--- config.mk ---
export PLATFORM = sky130hd
export DESIGN_NAME = hdma_bus_port
export DESIGN_NICKNAME = d
export VERILOG_FILES = /design/src/rtl/hdma_bus_port.sv
export SDC_FILE = /design/constraint.sdc
export NUM_CORES = 1
export LEC_CHECK = 0
export BUFFER_PORTS_ARGS = -buffer_cell sky130_fd_sc_hd__buf_2
export CORE_ASPECT_RATIO = 1.1
export CORE_UTILIZATION = 45
export DETAILED_ROUTE_END_ITERATION = 8
export HOLD_SLACK_MARGIN = 0.03
export PLACE_DENSITY_LB_ADDON = 0.05
export SKIP_LAST_GASP = 1
export SYNTH_ARGS = -nofsm -noshare
export SYNTH_HDL_FRONTEND = slang
export SYNTH_SLANG_ARGS = --single-unit
--- constraint.sdc ---
create_clock -name clk -period 5.7 [get_ports clk]
set_input_delay 0.57 -clock clk [delete_from_list [all_inputs] [get_ports clk]]
set_output_delay 0.57 -clock clk [all_outputs]
set_load 0.005 [all_outputs]
--- src/rtl/hdma_bus_port.sv ---
// HDMA bus port: fetches each byte the upstream HDMA engine asks for from the
// source bus and writes it into VRAM.
// - Holds off while the PPU has VRAM locked.
// - Stalls the CPU while the engine owns the bus or a byte is still in flight.
module hdma_bus_port (
    input  logic        clk,
    input  logic        reset_n,
    input  logic        ce,
    input  logic        dma_active,
    input  logic        dma_rd,
    input  logic [15:0] src_addr,
    input  logic [15:0] dst_addr,
    output logic        mem_req,
    output logic [15:0] mem_addr,
    input  logic [7:0]  mem_rdata,
    input  logic        mem_ack,
    input  logic [1:0]  lcd_mode,
    output logic        vram_wr,
    output logic [12:0] vram_addr,
    output logic [7:0]  vram_wdata,
    output logic        cpu_stall,
    output logic [10:0] byte_count
);

    typedef enum logic [1:0] {
        IDLE,
        READ,
        WRITE,
        HOLD
    } state_t;

    state_t      state;
    logic [31:0] last_key;
    logic [12:0] wr_addr;
    logic        skip_rd;
    logic        rd_prev;
    logic        act_prev;
    logic        blocked;

    logic [31:0] key;
    logic        rd_rise;
    logic        act_rise;
    logic        act_fall;
    logic        key_changed;
    logic        src_skip;
    logic        vram_locked;
    logic        trigger;
    logic        start;

    assign key      = {src_addr, dst_addr};
    assign rd_rise  = dma_rd & ~rd_prev;
    assign act_rise = dma_active & ~act_prev;
    assign act_fall = ~dma_active & act_prev;

    // A dma_active rising edge clears last_key in this same ce.
    // So the comparison is made against the cleared value.
    assign key_changed = act_rise ? (key != 32'hFFFF_FFFF) : (key != last_key);

    // VRAM (0x8000-0x9FFF) and echo/IO space (>= 0xE000) are not readable
    // sources. Those bytes are written as 0xFF without touching the bus.
    assign src_skip = (src_addr[15:13] == 3'b100) || (src_addr[15:13] == 3'b111);

    assign vram_locked = (lcd_mode == 2'd3);

    // A fresh dma_rd edge always triggers.
    // Otherwise a new key triggers unless a dma_active drop has blocked the
    // engine until dma_rd rises again.
    assign trigger = dma_rd & (rd_rise | (key_changed & ~blocked & ~act_fall));

    // Start a byte from IDLE, or chain one directly behind a completing
    // write. This keeps back-to-back bytes at two ce cycles each.
    assign start = trigger &
                   ((state == IDLE) | ((state == WRITE) & ~vram_locked));

    // Transfer FSM with all outputs registered; nothing moves unless ce=1.
    always_ff @(posedge clk) begin
        if (!reset_n) begin
            state      <= IDLE;
            mem_req    <= 1'b0;
            mem_addr   <= 16'h0000;
            vram_wr    <= 1'b0;
            vram_addr  <= 13'h0000;
            vram_wdata <= 8'hFF;
            cpu_stall  <= 1'b0;
            byte_count <= 11'h000;
            last_key   <= 32'hFFFF_FFFF;
            wr_addr    <= 13'h0000;
            skip_rd    <= 1'b0;
            rd_prev    <= 1'b0;
            act_prev   <= 1'b0;
            blocked    <= 1'b0;
        end else if (ce) begin
            rd_prev  <= dma_rd;
            act_prev <= dma_active;
            vram_wr  <= 1'b0;

            if (rd_rise) begin
                blocked <= 1'b0;
            end else if (act_fall) begin
                blocked <= 1'b1;
            end

            if (act_rise) begin
                byte_count <= 11'h000;
                last_key   <= 32'hFFFF_FFFF;
            end

            case (state)
                IDLE: begin
                    cpu_stall <= dma_active;
                end
                READ: begin
                    if (skip_rd) begin
                        vram_wdata <= 8'hFF;
                        vram_addr  <= wr_addr;
                        state      <= WRITE;
                    end else if (mem_ack) begin
                        vram_wdata <= mem_rdata;
                        vram_addr  <= wr_addr;
                        mem_req    <= 1'b0;
                        state      <= WRITE;
                    end
                end
                WRITE: begin
                    if (vram_locked) begin
                        state <= HOLD;
                    end else begin
                        vram_wr <= 1'b1;
                        if (!act_rise && (byte_count != 11'h7FF)) begin
                            byte_count <= byte_count + 11'd1;
                        end
                        state     <= IDLE;
                        cpu_stall <= dma_active;
                    end
                end
                HOLD: begin
                    if (!vram_locked) begin
                        state <= WRITE;
                    end
                end
                default: begin
                    state <= IDLE;
                end
            endcase

            if (start) begin
                state     <= READ;
                mem_req   <= ~src_skip;
                mem_addr  <= src_addr;
                wr_addr   <= dst_addr[12:0];
                skip_rd   <= src_skip;
                last_key  <= key;
                cpu_stall <= 1'b1;
            end
        end
    end

endmodule

==> flow_summary.yaml, run 1 <==
finish:
  layout.nets: 710
  drive_above_1_share_pct: 19.7
  syn_to_final_growth_pct: 14.9
  final_util_pct: 53.1
  layout.cells.non_filler: 813
  antennaDiodeCount: 0
  fin_area_mm2: 0.00579
clock_tree:
  postCtsHoldBufs: 0
  htree_levels: 3
  cts_buffers: 9
  post_cts_resized: 0
  cts_tree: "yes"
  clkLatencyLatePin_ns: 0.34
  cts_buffer_depth: 2
  root_buffer: "clkbuf_16"
  postCtsSetupBuffers: 0
  clkSinkCount: 102
  clk_pin_slew_ns: 0.07
detailed_routing:
  totalWireLength_um: 10700
  ant_nets: 0
  drtPass1Iterations: 4
  wl_per_cell_um: 13.1
  drt_iter0_markers: 150
  via_per_inst: 5.01
  drc: 0
  vias: 4073
global_routing:
  grt_pass1_vias: 3815
  grt_busiest_layer: "met2"
  grt-ovfl-total: 0
  grt_pass1_wl_um: 17600
  grt_max_degree: 83
  gr-usage-met2_pct: 30.7
  use_met3_pct: 3.21
  grt_use_met1_pct: 25.6
  grt_usage_pct: 19.2
  antenna_found_initial: 0
timing:
  relSlewSlack_pct: 36.0
  fmax_mhz: 294
  rsz0062_at_grt: "no"
  tightest_slew_ns: 0.958
  hold_viol: 0
  finalClockSkew_ns: 0.00865
  finalCritPeriodShare_pct: 59.6
  report.final.slew_viol_count: 0
  setup_viol: 0
  fin_crit_ns: 3.40
  finalSetupTns_ns: 0
yosys:
  netlist_area_mm2: 0.00504
  synth_area_leaders: "dfxtp_1 40%, mux2i_1 13%, nand2_1 11%"
  ys.flop_type: "dfxtp_1"
  ys_seq_elements: 102
  synth-edff-count: 0
  avgSynthCellArea_um2: 8.65
  synth_top_area_share_pct: 40.5
  ys_seq_area_share_pct: 40.5
  postSynthCellCount: 583
  async_flop_share_pct: 0
  synth_nets: 632
  synth_warnings: 0
  yosysUniqueCellTypes: 47
  yosysTopAreaCell: "dfxtp_1"
placed_design:
  dp.cells: 797
  portBuffers: 98
  post_dp_cell_area_mm2: 0.00550
  gp_congestion: 0.775
  dp_hpwl_um: 7240
status:
  status: "completed"
critical_path:
  max_stage_delay_ns: 0.79
  worst-setup-path-type: "input port to register"
  arrival_ns: 3.66
  ff2ff_setup_slack_ns: 2.33
  path_max_fanout: 42
  crit_buf_inv: 2
  cp_top_family: "simple AND/OR/NAND/NOR gates"
  endpoint_kind: "register"
  worstPathCellList: "buf_2, nor2b_4, a22o_1, a21oi_1, or3_4, o21ai_4, buf_12, mux2i_1"
  startpoint_type: "input port"
  slowest_stage: "nor2b_4"
  critPathRequiredTime_ns: 5.97
worst_hold_path:
  min_path_type: "register to register"
power_and_ir_drop:
  p_leak_nw: 2.62
  peakVddDrop_v: 0.000130
  p_per_area_mw_per_mm2: 268
floorplanning:
  initial_core_util_pct: 46.2
  die-width_um: 103
  core_mm2: 0.0109
  die_h_um: 113
  top_level_ports: 99
  die-area_mm2: 0.0116
  core.rowCount: 40
flow_run:
  maxCapViolCount: 0
[worst reg2reg max path: cells and delay by family (launching register included)]
kind / cells / cell delay (ns)
AOI/OAI and AO/OA: 3 / 1.10
buffers and inverters: 1 / 0.37
DFF: 1 / 0.35
muxes: 1 / 0.29
and+or+nand+nor: 2 / 1.19
[Yosys cell counts (all sizes together) (5+ instances only)]
library cell / instances
o22ai: 8
nor4: 25
a21boi: 15
nand2: 144
nand3: 8
a31oi: 5
mux2i: 65
nand4: 6
clkbuf: 23
o21ai: 10
xor2: 19
a311oi: 10
a21oi: 8
dfxtp: 102
nor2: 47
nor2b: 38
nor3: 5
buf: 12
[through the flow]
step	hold slack, ns	total power [mW]	worst slack [ns]
floorplan	0.432	0.909	3.36
global placement	0.442	0.955	2.04
detailed placement	0.448	0.960	1.96
CTS	0.447	1.57	2.31
global route	0.456	1.62	2.13
finish	0.456	1.55	2.30
[layout by cell type, fill, tap and decap left out, types with 2 or more instances in the layout]
cell type   instances
xor2_1             19
a22o_1              3
dfxtp_1           102
a2111oi_0           2
nand2b_1            3
o21ai_0             6
a21oi_1             8
clkbuf_16           9
a21boi_0           15
a31oi_1             5
a311oi_1           10
nand3_1             8
nor3_1              4
and2_1              3
xnor2_1             2
or2_2               2
nor4_2              9
nor2_1             47
nand2_1           144
o21ai_1             3
buf_2              97
a32oi_1             2
nand4_1             6
nor2b_1            37
buf_4               4
o22ai_1             8
o211ai_1            2
mux2i_1            65
nor4_1             16
clkbuf_1            2
clkinvlp_4          2
[state kept, by name (all words and copies together), names as in the netlist]
| name | count |
|---|---|
| last_key | 32 |
| mem_addr | 16 |
| vram_addr | 13 |
| wr_addr | 13 |
| byte_count | 11 |
| vram_wdata | 8 |
| state | 2 |
| act_prev | 1 |
| blocked | 1 |
| cpu_stall | 1 |
| mem_req | 1 |
| rd_prev | 1 |
| skip_rd | 1 |
| vram_wr | 1 |
[area by class of cell]
| class | instances | area [µm²] |
|---|---|---|
| Multi-Input combinational cell | 445 | 2740 |
| Sequential cell | 102 | 2040 |
| Fill cell | 1048 | 5120 |
| Inverter | 1 | 3.75 |
| Tap cell | 147 | 184 |
| Clock buffer | 11 | 233 |
| Clock inverter | 5 | 58.8 |
| Timing Repair Buffer | 102 | 536 |
[where the power goes]
part	switching (mW)	internal, mW	leakage [nW]	total [mW]
registers	0.0200	0.740	0.831	0.760
logic	0.106	0.0767	1.65	0.183
clock network	0.267	0.342	0.136	0.608
total	0.393	1.16	2.62	1.55
[final timing paths]
kind                                                from  cells after the start                         to
worst max-delay path                          dma_active                      8  last_key[25]$_SDFFE_PN1P_
worst min-delay path            mem_addr[1]$_SDFFE_PN0P_                      2   mem_addr[1]$_SDFFE_PN0P_
worst max register to register     act_prev$_SDFFE_PN0P_                      7  last_key[25]$_SDFFE_PN1P_
worst min register to register  mem_addr[1]$_SDFFE_PN0P_                      2   mem_addr[1]$_SDFFE_PN0P_
[metal layers]
metal	vias to the layer above	wire length [µm]
li1	2162	-
met1	1830	5400
met2	71	4770
met3	10	366
met4	0	146
met5	-	0
[cells by family after synthesis]
kind of cell	after synthesis	share of synthesized area, %
xor+xnor	21	3.65
simple gates	288	27.5
buf+inv	36	5.51
compound gates	70	9.75
flops	102	40.5
mux	65	12.9
fa+ha+maj	1	0.248
Note: power is estimated with default switching activity, not from simulation.
==> run 2: changes to the inputs <==
==> constraint.sdc (replaced) <==
create_clock -name clk -period 3.5 [get_ports clk]
set_input_delay 0.35 -clock clk [delete_from_list [all_inputs] [get_ports clk]]
set_output_delay 0.35 -clock clk [all_outputs]
set_load 0.005 [all_outputs]
==> flow_summary.yaml, run 2 (synthesis results as in run 1) <==
status:
  status: "completed"
worst_hold_path:
  min_path_type: "input port to register"
  hp-start: "mem_rdata[4]"
  hold_path_depth: 3
  min_to: "vram_wdata[4]$_SDFFE_PN1P_"
global_routing:
  grt_max_degree: 57
  grt_pass1_vias: 3807
  grt_usage_pct: 20.2
  grt-ovfl-total: 0
  antenna_found_initial: 0
  grt_pass1_wl_um: 18400
detailed_routing:
  drc: 0
  wl_per_cell_um: 13.4
  drt_iter0_markers: 150
  vias: 4217
  drtPass1Iterations: 5
  totalWireLength_um: 11000
  ant_nets: 0
  via_per_inst: 5.17
critical_path:
  reg2reg_depth: 9
  critPathRequiredTime_ns: 3.76
  regToRegStartpoint: "act_prev$_SDFFE_PN0P_"
  worst-setup-path-type: "register to register"
  startpoint_type: "register"
  path_max_fanout: 28
  worstSetupStartpoint: "act_prev$_SDFFE_PN0P_"
  ff2ff_setup_slack_ns: 0.91
  arrival_ns: 2.86
  rr_endpoint: "wr_addr[2]$_SDFFE_PN0P_"
  endpoint_kind: "register"
power_and_ir_drop:
  p_sw_share_pct: 24.7
  p_per_area_mw_per_mm2: 435
  peakVddDrop_v: 0.000239
  fin_total_pwr_mw: 2.53
  comb_power_share_pct: 12.0
  p_leak_nw: 2.64
  p_seq_share_pct: 48.9
  clkPwrFrac_pct: 39.2
  net-switching-power_mw: 0.626
  cellInternalPower_mw: 1.91
finish:
  top_regs: "last_key (32), mem_addr (16)"
  layout.nets: 713
  final_common_cell: "nand2_1"
  antennaDiodeCount: 0
  final_cell_mix: "144 x nand2_1, 102 x dfxtp_1, 97 x buf_2, 65 x mux2i_1, 47 x nor2_1"
  top_register: "last_key"
  largest_reg_flops: 32
  syn_to_final_growth_pct: 15.4
  drive_above_1_share_pct: 19.9
  final_util_pct: 53.3
floorplanning:
  die-width_um: 103
  top_level_ports: 99
  die-area_mm2: 0.0116
  initial_core_util_pct: 46.2
  core.rowCount: 40
  core_mm2: 0.0109
  die_h_um: 113
flow_run:
  maxCapViolCount: 0
placed_design:
  preCtsSetupSlack_ns: 0.735
  portBuffers: 98
  dp_hpwl_um: 7670
  gp_congestion: 0.741
clock_tree:
  clkSinkCount: 102
  postCtsHoldBufs: 0
  cts_buffer_depth: 2
  postCtsSetupBuffers: 0
  root_buffer: "clkbuf_16"
  cts_tree: "yes"
  post_cts_resized: 0
  clkLatencyLatePin_ns: 0.34
  cts_buffers: 9
  clk_pin_slew_ns: 0.07
  htree_levels: 3
timing:
  fin_crit_ns: 2.59
  finalClockSkew_ns: 0.00703
  hold_viol: 0
  relSlewSlack_pct: 38.3
  finalCritPeriodShare_pct: 74.1
  report.final.slew_viol_count: 0
  finalSetupTns_ns: 0
  setup_slack_ns: 0.906
  setup_viol: 0
  fmax_mhz: 385
  tightest_slew_ns: 0.920
  rsz0062_at_grt: "no"
==> run 2: cell types whose count changed in the layout (fill, tap and decap cells not counted), sizes merged <==
| cell | delta |
|---|---|
| clkinv | +1 |
| clkbuf | +2 |
| inv | -1 |
| buf | +3 |
| clkinvlp | -2 |
==> run 2: how the worst max path moves through the flow <==
| stage | endpoint | slack (ns) | cells past startpoint |
|---|---|---|---|
| after global routing | wr_addr[9]$_SDFFE_PN0P_ | 0.60 | 9 |
| after detailed placement | wr_addr[2]$_SDFFE_PN0P_ | 0.74 | 10 |
| after floorplan | mem_req$_SDFFE_PN0P_ | 1.38 | 10 |
| after global placement | mem_addr[3]$_SDFFE_PN0P_ | 0.83 | 10 |
| after CTS | wr_addr[2]$_SDFFE_PN0P_ | 0.89 | 8 |
| final | wr_addr[2]$_SDFFE_PN0P_ | 0.91 | 9 |
==> run 2: critical path, cell delays in order (launching register included) <==
cell and delay (ns):
dfxtp_1 0.40, nor2b_4 0.13, buf_4 0.23, nor4_2 0.23, a311oi_1 0.09, nor4_1 0.31
nand4_1 0.21, o21ai_4 0.20, buf_4 0.44, mux2i_1 0.26
==> run 2: final cells by class <==
class                      count  area, µm²
fill                        1073       5090
multi-input combinational    445       2740
sequential                   102       2040
timing repair buffer         105        558
clock buffer                  13        250
tap                          147        184
clock inverter                 3       43.8
inverter                       1       3.75
==> run 2: per-layer routing <==
layer  vias to the layer above  track usage [%]  wire length [µm]
met5                         -                0                 0
li1                       2161                -                 -
met3                        11             4.01               396
met2                        85             31.8              5050
met1                      1960             27.3              5350
met4                         0             7.23               172
==> run 2: power by group through the flow <==
stage                     logic (mW)  clock network [mW]  registers (mW)
after global routing           0.338                1.07            1.24
after floorplan                0.220                   0            1.26
after global placement         0.298                   0            1.26
final                          0.303               0.993            1.24
after CTS                      0.306                1.03            1.24
after detailed placement       0.305                   0            1.26
==> run 2: metrics by stage <==
step / hold slack (ns) / instance area (µm²) / cells
after floorplan: 0.432 / 5040 / 583
after global placement: 0.443 / 5530 / 800
after detailed placement: 0.451 / 5530 / 800
after CTS: 0.230 / 5820 / 816
after global routing: 0.241 / 5820 / 816
final: 0.243 / 5820 / 816
==> run 3: changes to the inputs <==
--- a/config.mk
+++ b/config.mk
@@ -5,6 +5,7 @@
 export SDC_FILE = /design/constraint.sdc
 export NUM_CORES = 1
 export LEC_CHECK = 0
+export ABC_AREA = 1
 export BUFFER_PORTS_ARGS = -buffer_cell sky130_fd_sc_hd__buf_2
 export CORE_ASPECT_RATIO = 1.1
 export CORE_UTILIZATION = 45
==> constraint.sdc (replaced) <==
create_clock -name clk -period 2.65 [get_ports clk]
set_input_delay 0.265 -clock clk [delete_from_list [all_inputs] [get_ports clk]]
set_output_delay 0.265 -clock clk [all_outputs]
set_load 0.005 [all_outputs]
==> flow_summary.yaml, run 3 <==
status:
  status: "completed"
finish:
  antennaDiodeCount: 0
  top_register: "last_key"
  top_regs: "last_key (32), mem_addr (16)"
  drive_above_1_share_pct: 15.9
  syn_to_final_growth_pct: 19.8
  final_common_cell: "nand2_1"
  final_cell_mix: "225 x nand2_1, 137 x nand3_1, 102 x dfxtp_1, 98 x buf_2, 89 x inv_1"
  layout.nets: 887
  largest_reg_flops: 32
yosys:
  avgSynthCellArea_um2: 6.47
  synth_area_leaders: "dfxtp_1 42%, nand2_1 17%, nand3_1 14%"
  postSynthCellCount: 756
  yosys-top-cells-count: "226 x nand2_1, 137 x nand3_1, 102 x dfxtp_1"
  synth_top_area_share_pct: 41.8
  ys_seq_area_share_pct: 41.8
  ys.flop_type: "dfxtp_1"
  async_flop_share_pct: 0
  ys_seq_elements: 102
  synth_warnings: 0
  netlist_area_mm2: 0.00489
  yosysTopAreaCell: "dfxtp_1"
  synth_nets: 805
  yosysMostFrequentCell: "nand2_1"
  yosysUniqueCellTypes: 28
  synth-edff-count: 0
timing:
  setup_viol: 0
  report.final.slew_viol_count: 0
  finalCritPeriodShare_pct: 90.3
  fmax_mhz: 418
  fin_crit_ns: 2.39
  relSlewSlack_pct: 68.2
  rsz0062_at_grt: "no"
  tightest_slew_ns: 0.473
  finalClockSkew_ns: 0.00744
  hold_viol: 0
  finalSetupTns_ns: 0
power_and_ir_drop:
  net-switching-power_mw: 1.05
  fin_total_pwr_mw: 3.88
  p_per_area_mw_per_mm2: 662
  clkPwrFrac_pct: 39.3
  p_sw_share_pct: 27.1
  comb_power_share_pct: 16.9
  peakVddDrop_v: 0.000327
  p_leak_nw: 3.10
  p_seq_share_pct: 43.8
  cellInternalPower_mw: 2.83
critical_path:
  endpoint_kind: "register"
  reg2reg_depth: 18
  arrival_ns: 2.66
  regToRegStartpoint: "act_prev$_SDFFE_PN0P_"
  critPathRequiredTime_ns: 2.92
  ff2ff_setup_slack_ns: 0.26
  path_max_fanout: 58
  startpoint_type: "register"
  worst-setup-path-type: "register to register"
  rr_endpoint: "wr_addr[4]$_SDFFE_PN0P_"
clock_tree:
  cts_tree: "yes"
  clk_pin_slew_ns: 0.06
  clkLatencyLatePin_ns: 0.35
  cts_buffer_depth: 2
  clkSinkCount: 102
  postCtsHoldBufs: 0
  cts_buffers: 9
  root_buffer: "clkbuf_16"
  postCtsSetupBuffers: 0
  post_cts_resized: 0
  htree_levels: 3
global_routing:
  grt_busiest_layer: "met2"
  use_met3_pct: 2.59
  gr-usage-met2_pct: 40.3
  grt_pass1_wl_um: 20700
  grt_use_met1_pct: 28.1
  grt_pass1_vias: 4534
  grt-ovfl-total: 0
  grt_usage_pct: 22.9
  antenna_found_initial: 0
  grt_max_degree: 59
detailed_routing:
  ant_nets: 0
  via_per_inst: 5.05
  drt_iter0_markers: 199
  drtPass1Iterations: 4
  totalWireLength_um: 12400
  wl_per_cell_um: 12.5
  vias: 4976
  drc: 0
worst_hold_path:
  min_path_type: "input port to register"
  hp-start: "mem_rdata[5]"
  min_to: "vram_wdata[5]$_SDFFE_PN1P_"
  hold_path_depth: 3
floorplanning:
  core_mm2: 0.0105
  initial_core_util_pct: 46.6
  die-width_um: 101
  die-area_mm2: 0.0113
  die_h_um: 111
  top_level_ports: 99
  core.rowCount: 39
placed_design:
  dp_hpwl_um: 8470
  portBuffers: 98
  gp_congestion: 0.791
flow_run:
  maxCapViolCount: 0
-- run 3: cell count changes in the layout (fill, tap and decap cells not counted), moves of 10 or more --
| cell | before | now |
|---|---|---|
| inv_1 | 1 | 89 |
| nor4_1 | 16 | 0 |
| a21oi_1 | 8 | 45 |
| a21boi_0 | 15 | 0 |
| mux2i_1 | 65 | 0 |
| nor2b_1 | 37 | 0 |
| nand3_1 | 8 | 137 |
| xor2_1 | 19 | 1 |
| a311oi_1 | 10 | 0 |
| o21ai_0 | 6 | 27 |
| nand2_1 | 144 | 225 |
| nor2_1 | 47 | 59 |
-- run 3: layout make-up --
| type | count | area (µm²) |
|---|---|---|
| clock inverters | 6 | 109 |
| fillers | 1048 | 4630 |
| flip-flops and latches | 102 | 2040 |
| well taps | 143 | 179 |
| repair buffers | 112 | 621 |
| multi-input cells | 522 | 2330 |
| clock buffers | 10 | 239 |
| inverters | 91 | 342 |
-- run 3: how the worst max path moves through the flow --
stage	to	from	slack, ns	depth (start not counted)
after detailed placement	mem_addr[5]$_SDFFE_PN0P_	act_prev$_SDFFE_PN0P_	0.30	18
after global routing	wr_addr[3]$_SDFFE_PN0P_	act_prev$_SDFFE_PN0P_	0.05	16
after global placement	wr_addr[8]$_SDFFE_PN0P_	act_prev$_SDFFE_PN0P_	0.31	18
after CTS	wr_addr[4]$_SDFFE_PN0P_	act_prev$_SDFFE_PN0P_	0.23	18
final	wr_addr[4]$_SDFFE_PN0P_	act_prev$_SDFFE_PN0P_	0.26	18
after floorplan	last_key[11]$_SDFFE_PN1P_	act_prev$_SDFFE_PN0P_	0.67	16
-- run 3: per-stage QoR --
| stage | util (%) | hold slack (ns) | instance area [µm²] | std cells | setup WS [ns] |
|---|---|---|---|---|---|
| after floorplan | - | 0.396 | 4890 | 756 | 0.669 |
| after CTS | 55.8 | 0.135 | 5860 | 986 | 0.234 |
| after detailed placement | 52.5 | 0.453 | 5510 | 970 | 0.298 |
| after global routing | 55.8 | 0.150 | 5860 | 986 | 0.0462 |
| after global placement | 52.5 | 0.448 | 5510 | 970 | 0.311 |
| final | 55.8 | 0.139 | 5860 | 986 | 0.257 |
-- run 3: critical path, cell delays in order, from the launching register on --
cell and delay, ns:
dfxtp_1 0.39, inv_2 0.06, nand2_2 0.07, buf_12 0.23
nand2_1 0.08, nand2_1 0.06, nand2_1 0.04, inv_1 0.04
nand2_1 0.04, nor2_1 0.13, nand2_1 0.09, nor2_1 0.12
nand2_1 0.07, nand2_2 0.10, nand2_2 0.09, nand3_4 0.08
buf_4 0.33, nand2_1 0.10, a21oi_1 0.16
-- run 3: power groups by stage --
stage                     Combinational [mW]  Sequential, mW  Clock (mW)
after global routing                   0.752            1.71        1.62
after global placement                 0.641            1.73           0
after floorplan                        0.454            1.72           0
after CTS                              0.663            1.70        1.55
after detailed placement               0.658            1.73           0
final                                  0.657            1.70        1.52
-- run 3: per-layer routing --
layer | wire length (µm) | up-vias
li1 | - | 2564
met1 | 5640 | 2291
met5 | 0 | -
met2 | 6070 | 109
met3 | 448 | 12
met4 | 205 | 0
-- run 3: cell families after synthesis --
| family | after synthesis | share of synthesized area [%] |
|---|---|---|
| flip-flops | 102 | 41.8 |
| AO/OA/AOI/OAI | 85 | 9.24 |
| adder cells (fa/ha/maj) | 1 | 0.256 |
| AND/OR/NAND/NOR | 434 | 37.5 |
| buffers and inverters | 132 | 10.8 |
| XOR/XNOR | 2 | 0.358 |
